==> src/rtl/cellnet_rr_merge_pkg.sv <==
// rtl/cellnet_rr_merge_pkg.sv - shared state encodings and default widths for the cellnet merge
package cellnet_rr_merge_pkg;

    typedef logic [1:0] cn_state_t;

    localparam cn_state_t CN_ST_IDLE = 2'd0;
    localparam cn_state_t CN_ST_REQ  = 2'd1;
    localparam cn_state_t CN_ST_DONE = 2'd2;

    localparam int CN_ADDRESS_SIZE = 8;
    localparam int CN_DATA_SIZE    = 8;

endpackage

==> src/rtl/cellnet_rr_merge_pick.sv <==
// rtl/cellnet_rr_merge_pick.sv - combinational round-robin picker: first set req at or after ptr
module cellnet_rr_pick
    import cellnet_rr_merge_pkg::*;
#(
    parameter int NUM_CH = 4,
    parameter int IDX_W  = $clog2(NUM_CH)
) (
    input  logic [NUM_CH-1:0] req,
    input  logic [IDX_W-1:0]  ptr,
    output logic              found,
    output logic [IDX_W-1:0]  index
);

    logic [NUM_CH-1:0] rot;
    logic [IDX_W:0]    off;
    logic [IDX_W:0]    sum;

    always_comb begin
        // Rotate so bit 0 is the channel at ptr, then take the lowest set offset.
        rot   = NUM_CH'({req, req} >> ptr);
        found = |rot;
        off   = '0;
        for (int i = NUM_CH - 1; i >= 0; i--) begin
            if (rot[i]) begin
                off = (IDX_W+1)'(i);
            end
        end
        sum = {1'b0, ptr} + off;
        if (sum >= (IDX_W+1)'(NUM_CH)) begin
            sum = sum - (IDX_W+1)'(NUM_CH);
        end
        index = sum[IDX_W-1:0];
    end

endmodule

==> src/rtl/cellnet_rr_merge.sv <==
// rtl/cellnet_rr_merge.sv - N-source round-robin merge onto one 4-phase req/ack cellnet sink
module cellnet_rr_merge
    import cellnet_rr_merge_pkg::*;
#(
    parameter int NUM_CH      = 4,
    parameter int ADDR_SZ     = CN_ADDRESS_SIZE,
    parameter int DATA_SZ     = CN_DATA_SIZE,
    parameter int SYNC_STAGES = 2,
    parameter int CNT_W       = 16
) (
    input  logic                        i_clk,
    input  logic                        i_rst,
    input  logic [NUM_CH-1:0]           i_req,
    output logic [NUM_CH-1:0]           o_ack,
    input  logic [NUM_CH*ADDR_SZ-1:0]   i_addr,
    input  logic [NUM_CH*DATA_SZ-1:0]   i_dat,
    output logic                        o_req,
    input  logic                        i_ack,
    output logic [ADDR_SZ-1:0]          o_addr,
    output logic [DATA_SZ-1:0]          o_dat,
    output logic [$clog2(NUM_CH)-1:0]   o_ch,
    output logic                        o_busy,
    output logic                        o_err,
    output logic [CNT_W-1:0]            o_count
);

    localparam int CH_W = $clog2(NUM_CH);

    logic [NUM_CH:0]   raw_in;
    logic [NUM_CH:0]   sync_out;
    logic [NUM_CH-1:0] s_req;
    logic              s_ack;

    assign raw_in = {i_ack, i_req};

    generate
        if (SYNC_STAGES == 0) begin : g_bypass
            assign sync_out = raw_in;
        end else begin : g_sync
            for (genvar b = 0; b <= NUM_CH; b++) begin : g_bit
                logic [SYNC_STAGES-1:0] chain_q;
                logic [SYNC_STAGES-1:0] chain_d;

                always_comb chain_d = (chain_q << 1) | SYNC_STAGES'(raw_in[b]);

                always_ff @(posedge i_clk) begin
                    if (i_rst) chain_q <= '0;
                    else       chain_q <= chain_d;
                end

                assign sync_out[b] = chain_q[SYNC_STAGES-1];
            end
        end
    endgenerate

    assign s_req = sync_out[NUM_CH-1:0];
    assign s_ack = sync_out[NUM_CH];

    cn_state_t         state_q, state_d;
    logic [CH_W-1:0]   ptr_q, ptr_d;
    logic [CH_W-1:0]   ch_q, ch_d;
    logic [ADDR_SZ-1:0] addr_q, addr_d;
    logic [DATA_SZ-1:0] dat_q, dat_d;
    logic              req_q, req_d;
    logic [NUM_CH-1:0] ack_q, ack_d;
    logic [CNT_W-1:0]  cnt_q, cnt_d;
    logic              err_q, err_d;
    logic              pick_found;
    logic [CH_W-1:0]   pick_idx;

    cellnet_rr_pick #(
        .NUM_CH (NUM_CH),
        .IDX_W  (CH_W)
    ) u_pick (
        .req    (s_req),
        .ptr    (ptr_q),
        .found  (pick_found),
        .index  (pick_idx)
    );

    always_comb begin
        state_d = state_q;
        ptr_d   = ptr_q;
        ch_d    = ch_q;
        addr_d  = addr_q;
        dat_d   = dat_q;
        req_d   = req_q;
        ack_d   = ack_q;
        cnt_d   = cnt_q;
        err_d   = err_q;
        case (state_q)
            CN_ST_IDLE: begin
                if (s_ack) err_d = 1'b1;
                if (pick_found) begin
                    addr_d  = i_addr[int'(pick_idx) * ADDR_SZ +: ADDR_SZ];
                    dat_d   = i_dat[int'(pick_idx) * DATA_SZ +: DATA_SZ];
                    ch_d    = pick_idx;
                    req_d   = 1'b1;
                    state_d = CN_ST_REQ;
                end
            end
            CN_ST_REQ: begin
                // A source dropping req here is a protocol error; the captured message still goes out.
                if (!s_req[ch_q]) err_d = 1'b1;
                if (s_ack) begin
                    req_d        = 1'b0;
                    ack_d        = '0;
                    ack_d[ch_q]  = 1'b1;
                    state_d      = CN_ST_DONE;
                end
            end
            CN_ST_DONE: begin
                if (!s_ack && !s_req[ch_q]) begin
                    ack_d   = '0;
                    cnt_d   = cnt_q + CNT_W'(1);
                    ptr_d   = (ch_q == CH_W'(NUM_CH - 1)) ? '0 : ch_q + CH_W'(1);
                    state_d = CN_ST_IDLE;
                end
            end
            default: state_d = CN_ST_IDLE;
        endcase
    end

    always_ff @(posedge i_clk) begin
        if (i_rst) begin
            state_q <= CN_ST_IDLE;
            ptr_q   <= '0;
            ch_q    <= '0;
            addr_q  <= '0;
            dat_q   <= '0;
            req_q   <= 1'b0;
            ack_q   <= '0;
            cnt_q   <= '0;
            err_q   <= 1'b0;
        end else begin
            state_q <= state_d;
            ptr_q   <= ptr_d;
            ch_q    <= ch_d;
            addr_q  <= addr_d;
            dat_q   <= dat_d;
            req_q   <= req_d;
            ack_q   <= ack_d;
            cnt_q   <= cnt_d;
            err_q   <= err_d;
        end
    end

    assign o_req   = req_q;
    assign o_ack   = ack_q;
    assign o_addr  = addr_q;
    assign o_dat   = dat_q;
    assign o_ch    = ch_q;
    assign o_busy  = (state_q != CN_ST_IDLE);
    assign o_err   = err_q;
    assign o_count = cnt_q;

endmodule

==> config.mk <==
export PLATFORM = sky130hd
export DESIGN_NAME = cellnet_rr_merge
export DESIGN_NICKNAME = d
export VERILOG_FILES = /design/src/rtl/cellnet_rr_merge_pkg.sv /design/src/rtl/cellnet_rr_merge_pick.sv /design/src/rtl/cellnet_rr_merge.sv
export SDC_FILE = /design/constraint.sdc
export NUM_CORES = 1
export LEC_CHECK = 0
export ABC_AREA = 0
export CORE_MARGIN = 2
export CORE_UTILIZATION = 45
export DETAILED_ROUTE_END_ITERATION = 12
export GPL_ROUTABILITY_DRIVEN = 0
export GPL_TIMING_DRIVEN = 0
export PLACE_DENSITY_LB_ADDON = 0.25
export SYNTH_ARGS = -nofsm -noshare
export SYNTH_HDL_FRONTEND = slang
export SYNTH_SLANG_ARGS = --single-unit
export TNS_END_PERCENT = 20
==> constraint.sdc <==
create_clock -name i_clk -period 8.21 [get_ports i_clk]
set_input_delay 1.642 -clock i_clk [delete_from_list [all_inputs] [get_ports i_clk]]
set_output_delay 1.642 -clock i_clk [all_outputs]
set_load 0.005 [all_outputs]
Word level (Yosys, flattened, before mapping)
Index checks and enable logic that the tools add are counted.

cells by class
  add/subtract/negate cells = 4
  order comparisons = 3
  equal/unequal tests = 8
  shift operators = 3
  multiplexer cells = 23
  bitwise operators = 5
  reductions and logical operators = 15

operators with widths
  kind                                                  count
  indexed part select 32 x 6 -> 8 bit                   2
  two-way mux 2 bit                                     9
  adder 16 x 1 -> 16 bit (second input constant)        1
  AND reduction 3 bit                                   4
  != test 2 bit (second input constant)                 5
  bitwise OR 2 x 1 -> 2 bit                             5
  two-way mux 4 bit                                     2
  case mux 4 bit (2 select lines)                       1
  right shift 8 x 2 -> 4 bit                            1
  two-way mux 1 bit                                     6
  case mux 2 bit (3 select lines)                       1
  nonzero test 2 bit                                    3
  equality test 2 bit (second input constant)           2
  case mux 1 bit (2 select lines)                       2
  AND reduction 2 bit                                   2
  OR reduction 4 bit                                    1
  adder 2 x 2 -> 3 bit                                  1
  >= comparator 3 bit (second input constant)           1
  < comparator 2 x 3 -> 1 bit (second input constant)   1
  adder 2 x 1 -> 2 bit (second input constant)          1
  binary-select mux 1 bit (select 2 bit)                1
  demux 1 bit (select 2 bit)                            1
  equality test 2 x 1 -> 1 bit (second input constant)  1
  >= comparator 2 x 1 -> 1 bit (second input constant)  1
  4 further kinds                                       6

storage, ports and cells
  flip-flop bits (word level) = 54
  bits of input ports = 71
  output and inout port bits = 41
  logic and storage cells = 75

Longest topological paths before layout
  depth in word-level cells = 9
  gate-level depth with buffers = 11
  gate-level depth less buffers = 9

Modules after synthesis
Synthesis repeated with hierarchy kept, for this count alone.

second synthesis, totals
  cell total of the unflattened synthesis = 289
  area total of the unflattened synthesis = 2680.1 sq um

modules (own cells, without submodules)
  module            instances  cells each  area each (sq um)  seq. area each (sq um)
  cellnet_rr_merge  1          266         2499.9             1081.0
  cellnet_rr_pick   1          23          180.2              0.0

Least setup slack after synthesis
No wires, ideal clock.

  path kind = register to register
  from = register ptr_q[0]
  to = register addr_q[0], in the netlist o_addr[0]
  library setup time = 0.081 ns
  data arrival time = 2.520 ns
  slack = 5.609 ns
  stages on the path, launching flop included = 11
  period minus slack after synthesis = 2.601 ns
  cells stage by stage = dfxtp_1 > buf_2 > nor2_1 > a221oi_1 > o211ai_1 > ha_1 > buf_4 > clkbuf_1 > mux2i_1 > a221o_1 > a211oi_2

between the ends
  cells in the longest elaborated chain, start to end = 9
  elaborated cells between the ends (all ways) = 12
  classes of those cells = 2 x add/sub; 1 x order compare; 2 x shift; 5 x mux; 2 x reduce/logical

ends and longest elaborated chain
  what                                                              line                                                      text
  from (decl)                                                       cellnet_rr_merge.sv:60                                    logic [CH_W-1:0] ptr_q, ptr_d;
  from (signal assigned)                                            cellnet_rr_merge.sv:137                                   ptr_q <= ptr_d;
  right shift 8 x 2 -> 4 bit                                        cellnet_rr_merge_pick.sv:20                               rot = NUM_CH'({req, req} >> ptr);
  two-way mux 2 bit (4 in a row)                                    cellnet_rr_merge_pick.sv:24                               if (rot[i]) begin
  adder 2 x 2 -> 3 bit *                                            cellnet_rr_merge_pick.sv:28                               sum = {1'b0, ptr} + off;
  >= comparator 3 bit or subtractor 2 x 1 -> 2 bit (tied branches)  cellnet_rr_merge_pick.sv:29, cellnet_rr_merge_pick.sv:30
  two-way mux 2 bit *                                               cellnet_rr_merge_pick.sv:29                               if (sum >= (IDX_W+1)'(NUM_CH)) begin
  named net pick_idx[0]                                             cellnet_rr_merge.sv:69                                    logic [CH_W-1:0] pick_idx;
  indexed part select 32 x 6 -> 8 bit *                             cellnet_rr_merge.sv:95                                    addr_d = i_addr[int'(pick_idx) * ADDR_SZ +: ADDR_SZ];
  to (signal assigned)                                              cellnet_rr_merge.sv:139                                   addr_q <= addr_d;
  to (decl)                                                         cellnet_rr_merge.sv:62                                    logic [ADDR_SZ-1:0] addr_q, addr_d;

Mark *: on every way through the listed nets, which the timed path passes. The rest lies on a longest branch.
A chain may end at the register's enable or synchronous reset.

Worst setup path in the final report
  from = register state_q[0]
  to = output o_busy

between the ends
  cells in the longest elaborated chain, start to end = 1

ends and longest elaborated chain
  what                    line                     text
  from (decl)             cellnet_rr_merge.sv:59   cn_state_t state_q, state_d;
  from (signal assigned)  cellnet_rr_merge.sv:136  state_q <= state_d;
  nonzero test 2 bit      cellnet_rr_merge.sv:153  assign o_busy = (state_q != CN_ST_IDLE);
  to (decl)               cellnet_rr_merge.sv:22   output logic o_busy,

Every way passes these cells.

==> flow_summary.html <==
<table>
<tr><th>Metric</th><th>Value</th></tr>
<tr><th colspan="2">Finish</th></tr>
<tr><td>Multi-input gate area in the final layout</td><td>1778 um^2</td></tr>
<tr><td>Fraction of layout instances using a drive strength above 1</td><td>9.318%</td></tr>
<tr><td>Post-route cell area</td><td>4339 um^2</td></tr>
<tr><td>Fill count</td><td>546</td></tr>
<tr><td>Antenna diode count</td><td>0</td></tr>
<tr><td>Sequential Area</td><td>1081 um^2</td></tr>
<tr><td>Fin cells</td><td>517</td></tr>
<tr><td>Layout net count</td><td>516</td></tr>
<tr><td>Core occupancy in the finished layout</td><td>67.56%</td></tr>
<tr><td>Area overhead of the layout relative to synthesis</td><td>42.89%</td></tr>
<tr><th colspan="2">Clock tree</th></tr>
<tr><td>Inserted Clock Buffers</td><td>5</td></tr>
<tr><td>Post CTS Setup Buffer Count</td><td>0</td></tr>
<tr><td>Insertion delay to the later sink of the worst-skew pair</td><td>0.31 ns</td></tr>
<tr><td>Clock Tree Buf Depth</td><td>2</td></tr>
<tr><td>Total clock sinks</td><td>54</td></tr>
<tr><td>Root Buffer</td><td>clkbuf_8</td></tr>
<tr><td>Hold bufs inserted after CTS</td><td>0</td></tr>
<tr><td>TritonCTS clock tree</td><td>yes</td></tr>
<tr><td>Deepest level of the CTS H-tree</td><td>2</td></tr>
<tr><td>Clock transition at the registers of the reported paths</td><td>0.09 ns</td></tr>
<tr><td>Post-cts repair resize count</td><td>0</td></tr>
<tr><th colspan="2">Drt</th></tr>
<tr><td>Number of design-rule violations left by the first detailed-router iteration</td><td>155</td></tr>
<tr><td>DRC violations left</td><td>0</td></tr>
<tr><td>TritonRoute pass-1 iters</td><td>4</td></tr>
<tr><td>Average via count per standard cell</td><td>5.625</td></tr>
<tr><td>Via count</td><td>2908</td></tr>
<tr><td>Post-route ant nets</td><td>0</td></tr>
<tr><td>Overall routed net length</td><td>7824 um</td></tr>
<tr><td>Routed wire length per instance</td><td>15.13 um</td></tr>
<tr><th colspan="2">Global route</th></tr>
<tr><td>Antenna violations before repair</td><td>0</td></tr>
<tr><td>Maximum number of pins on one net before global-route repair</td><td>17</td></tr>
<tr><td>Residual overflow from global routing</td><td>0</td></tr>
<tr><td>Wire length of the first global-routing pass</td><td>12880 um</td></tr>
<tr><td>Global-route total usage across every layer</td><td>21.47%</td></tr>
<tr><td>Vias in the first global route</td><td>2738</td></tr>
<tr><th colspan="2">Floorplan</th></tr>
<tr><td>Floorplan row count</td><td>29</td></tr>
<tr><td>IO Pins</td><td>112</td></tr>
<tr><td>Vertical extent of the die</td><td>86.15 um</td></tr>
<tr><td>Chip width</td><td>86.15 um</td></tr>
<tr><td>Starting density of the core</td><td>47.28%</td></tr>
<tr><td>Core area</td><td>6422 um^2</td></tr>
<tr><td>Die Footprint</td><td>7421 um^2</td></tr>
<tr><th colspan="2">Flow run</th></tr>
<tr><td>Max_cap viols</td><td>0</td></tr>
<tr><th colspan="2">Setup path</th></tr>
<tr><td>Sort of element at the start of the critical path</td><td>flip-flop</td></tr>
<tr><td>Top fanout value on the critical path</td><td>10</td></tr>
<tr><td>Cell chain of the critical path</td><td>buf_2 &gt; or2_2 &gt; clkdlybuf4s50_1</td></tr>
<tr><td>Crit Path Category</td><td>flip-flop to primary output</td></tr>
<tr><td>Arrival time of the worst setup path</td><td>1.56 ns</td></tr>
<tr><td>Kind of capture point of the worst setup path</td><td>primary output</td></tr>
<tr><td>Required time at the worst-slack endpoint</td><td>6.57 ns</td></tr>
<tr><td>Delay of the slowest cell on the worst path</td><td>0.45 ns</td></tr>
<tr><td>Critical-path top delay cell</td><td>clkdlybuf4s50_1</td></tr>
<tr><th colspan="2">Synthesis</th></tr>
<tr><td>Most area-consuming cells after synthesis</td><td>dfxtp_1 (36%), mux2i_1 (11%), a221o_1 (11%), nor2_1 (5.7%), a211oi_2 (4.1%)</td></tr>
<tr><td>Cell with the most instances after synthesis</td><td>dfxtp_1</td></tr>
<tr><td>Syn Nets</td><td>399</td></tr>
<tr><td>Mapped Avg Cell Area</td><td>9.431 um^2</td></tr>
<tr><td>Area fraction of the dominant cell type after synthesis</td><td>35.60%</td></tr>
<tr><td>Post-Syn Instances</td><td>322</td></tr>
<tr><td>Flop and latch count out of synthesis</td><td>54</td></tr>
<tr><td>Async S/R FF share, synth</td><td>0%</td></tr>
<tr><td>Most common flop cell mapped by yosys</td><td>dfxtp_1</td></tr>
<tr><td>EDFF count, synth</td><td>0</td></tr>
<tr><td>Portion of the post-synthesis area used by sequential elements</td><td>35.60%</td></tr>
<tr><td>Number of warning messages in the yosys log</td><td>0</td></tr>
<tr><td>Netlist cell types</td><td>45</td></tr>
<tr><td>Post-synthesis instance area</td><td>3037 um^2</td></tr>
<tr><td>Post-synth top cells</td><td>dfxtp_1 (54), nor2_1 (46), mux2i_1 (33), a221o_1 (32), nor2b_1 (13)</td></tr>
<tr><td>Dominant cell type by area after synthesis</td><td>dfxtp_1</td></tr>
<tr><th colspan="2">Hold path</th></tr>
<tr><td>Min-Delay Path Class</td><td>flip-flop to flip-flop</td></tr>
<tr><th colspan="2">STA</th></tr>
<tr><td>Fmax</td><td>0.3121 GHz</td></tr>
<tr><td>Final cycle utilization of the critical path</td><td>39.02%</td></tr>
<tr><td>Worst setup skew after layout</td><td>0.006251 ns</td></tr>
<tr><td>RSZ-0062 raised after global routing</td><td>no</td></tr>
<tr><td>Hold Vio Cnt, Final</td><td>0</td></tr>
<tr><td>Total of endpoints with negative setup slack in the final report</td><td>0</td></tr>
<tr><td>Final critical-path required period</td><td>3.204 ns</td></tr>
<tr><td>Max-slew headroom at the worst pin</td><td>48.56%</td></tr>
<tr><td>Post-route worst setup slack</td><td>5.006 ns</td></tr>
<tr><td>Slew at the pin closest to its max-slew limit</td><td>0.7717 ns</td></tr>
<tr><td>Aggregate negative setup slack</td><td>0 ns</td></tr>
<tr><td>Final Slew Violations</td><td>0</td></tr>
<tr><th colspan="2">Power and ir drop</th></tr>
<tr><td>Share of total power consumed by net switching</td><td>27.98%</td></tr>
<tr><td>Gate power share</td><td>28.2%</td></tr>
<tr><td>Sequential group share of total power</td><td>45.4%</td></tr>
<tr><td>Static leakage power</td><td>1.595 nW</td></tr>
<tr><td>Power density relative to cell area</td><td>145.5 nW/um^2</td></tr>
<tr><td>Clock share of power</td><td>26.4%</td></tr>
<tr><td>Switching power of the nets</td><td>0.0001766 W</td></tr>
<tr><td>Pint</td><td>0.0004546 W</td></tr>
<tr><td>Worst supply voltage drop on vdd</td><td>0.09150 mV</td></tr>
<tr><th colspan="2">Place</th></tr>
<tr><td>Number of cells in the design after placement</td><td>509</td></tr>
<tr><td>Post-place setup slack</td><td>5.212 ns</td></tr>
<tr><td>HPWL after detailed placement</td><td>5989 um</td></tr>
<tr><td>Port Buf Inserts</td><td>110</td></tr>
<tr><td>Area after DPL</td><td>4234 um^2</td></tr>
<tr><th colspan="2">Status</th></tr>
<tr><td>Run status</td><td>finished, final reports clean</td></tr>
</table>
## layout make-up
| cell class | instances | area share (%) |
|---|---|---|
| Clock buffer | 7 | 2.220 |
| Buffer | 29 | 3.749 |
| Inverter | 4 | 0.3460 |
| Clock inverter | 1 | 0.2018 |
| Tap cell | 77 | 2.220 |
| Multi-Input combinational cell | 235 | 40.97 |
| Timing Repair Buffer | 110 | 25.37 |
| Sequential cell | 54 | 24.91 |
## worst paths after layout
| check | startpoint | endpoint | slack [ns] | depth (start not counted) |
|---|---|---|---|---|
| setup / recovery | state_q[0] | o_busy | 5.01 | 3 |
| hold / removal | g_sync.g_bit[1].chain_q[0] | g_sync.g_bit[1].chain_q[1] | 0.44 | 1 |
| setup reg to reg | ptr_q[0] | o_addr[3] | 5.21 | 10 |
| hold reg to reg | g_sync.g_bit[1].chain_q[0] | g_sync.g_bit[1].chain_q[1] | 0.44 | 1 |
## cells in the final DEF, fill, tap and decap left out, types with 2 or more instances in the layout
master | Yosys | routed
a211oi_1 | 8 | 8
a211oi_2 | 10 | 10
a21oi_1 | 10 | 10
a221o_1 | 32 | 32
and2_1 | 2 | 2
and3_1 | 5 | 5
buf_1 | 2 | 2
buf_2 | 10 | 10
buf_6 | 5 | 5
clkbuf_1 | 11 | 11
clkbuf_8 | 0 | 7
clkdlybuf4s50_1 | 0 | 110
dfxtp_1 | 54 | 54
ha_1 | 6 | 6
inv_1 | 4 | 4
mux2i_1 | 33 | 33
nand2_1 | 10 | 10
nand2b_1 | 2 | 2
nand3_1 | 10 | 10
nand4_1 | 6 | 6
nor2_1 | 46 | 46
nor2b_1 | 13 | 13
nor3_1 | 2 | 2
o211ai_1 | 2 | 2
o21ai_0 | 3 | 3
xnor2_1 | 4 | 4
xor2_1 | 12 | 12
## layer usage
layer | vias up | GRT usage [%] | wire length [um]
met5 | - | 0 | 0
met3 | 7 | 4.620 | 620
met1 | 1354 | 26.82 | 3226
li1 | 1430 | - | -
met2 | 117 | 37.49 | 3900
met4 | 0 | 5.339 | 76
## power by group through the flow
stage / combinational [W] / sequential [W] / clock [W]
after floorplan: 0.0000979 / 0.000292 / 0
after global routing: 0.000192 / 0.000288 / 0.000179
final: 0.000178 / 0.000286 / 0.000167
after CTS: 0.000178 / 0.000286 / 0.000167
after detailed placement: 0.000178 / 0.000292 / 0
after global placement: 0.000175 / 0.000292 / 0
## worst max-delay path, delay by kind of cell, from the launching register on
family | cells | cell delay, ns
flops | 1 | 0.31
simple gates | 1 | 0.34
buf+inv | 2 | 0.60
## cells by family after synthesis
group	after synthesis	share of synthesized area [%]
adder cells (fa/ha/maj)	6	2.472
flip-flops	54	35.60
XOR/XNOR	16	4.615
buffers and inverters	33	5.851
multiplexers	34	11.62
AND/OR/NAND/NOR	106	17.72
AO/OA/AOI/OAI	73	22.13
## stage by stage
| step | hold slack (ns) | total power, W |
|---|---|---|
| 3_5_place_dp | 0.4231 | 0.0004699 |
| 3_3_place_gp | 0.4198 | 0.0004662 |
| 4_1_cts | 0.4393 | 0.0006319 |
| 5_1_grt | 0.4549 | 0.0006594 |
| 2_1_floorplan | 0.4138 | 0.0003898 |
| 6_report | 0.4430 | 0.0006312 |
## flip-flops by register name, indices dropped and copies added (netlist names)
signal and count:
o_addr 8, o_err 1, state_q 2, o_ack 4
o_req 1, o_dat 8, o_ch 2, ptr_q 2
o_count 16, g_sync.g_bit.chain_q 10
Note: power is estimated with default switching activity, not from simulation.
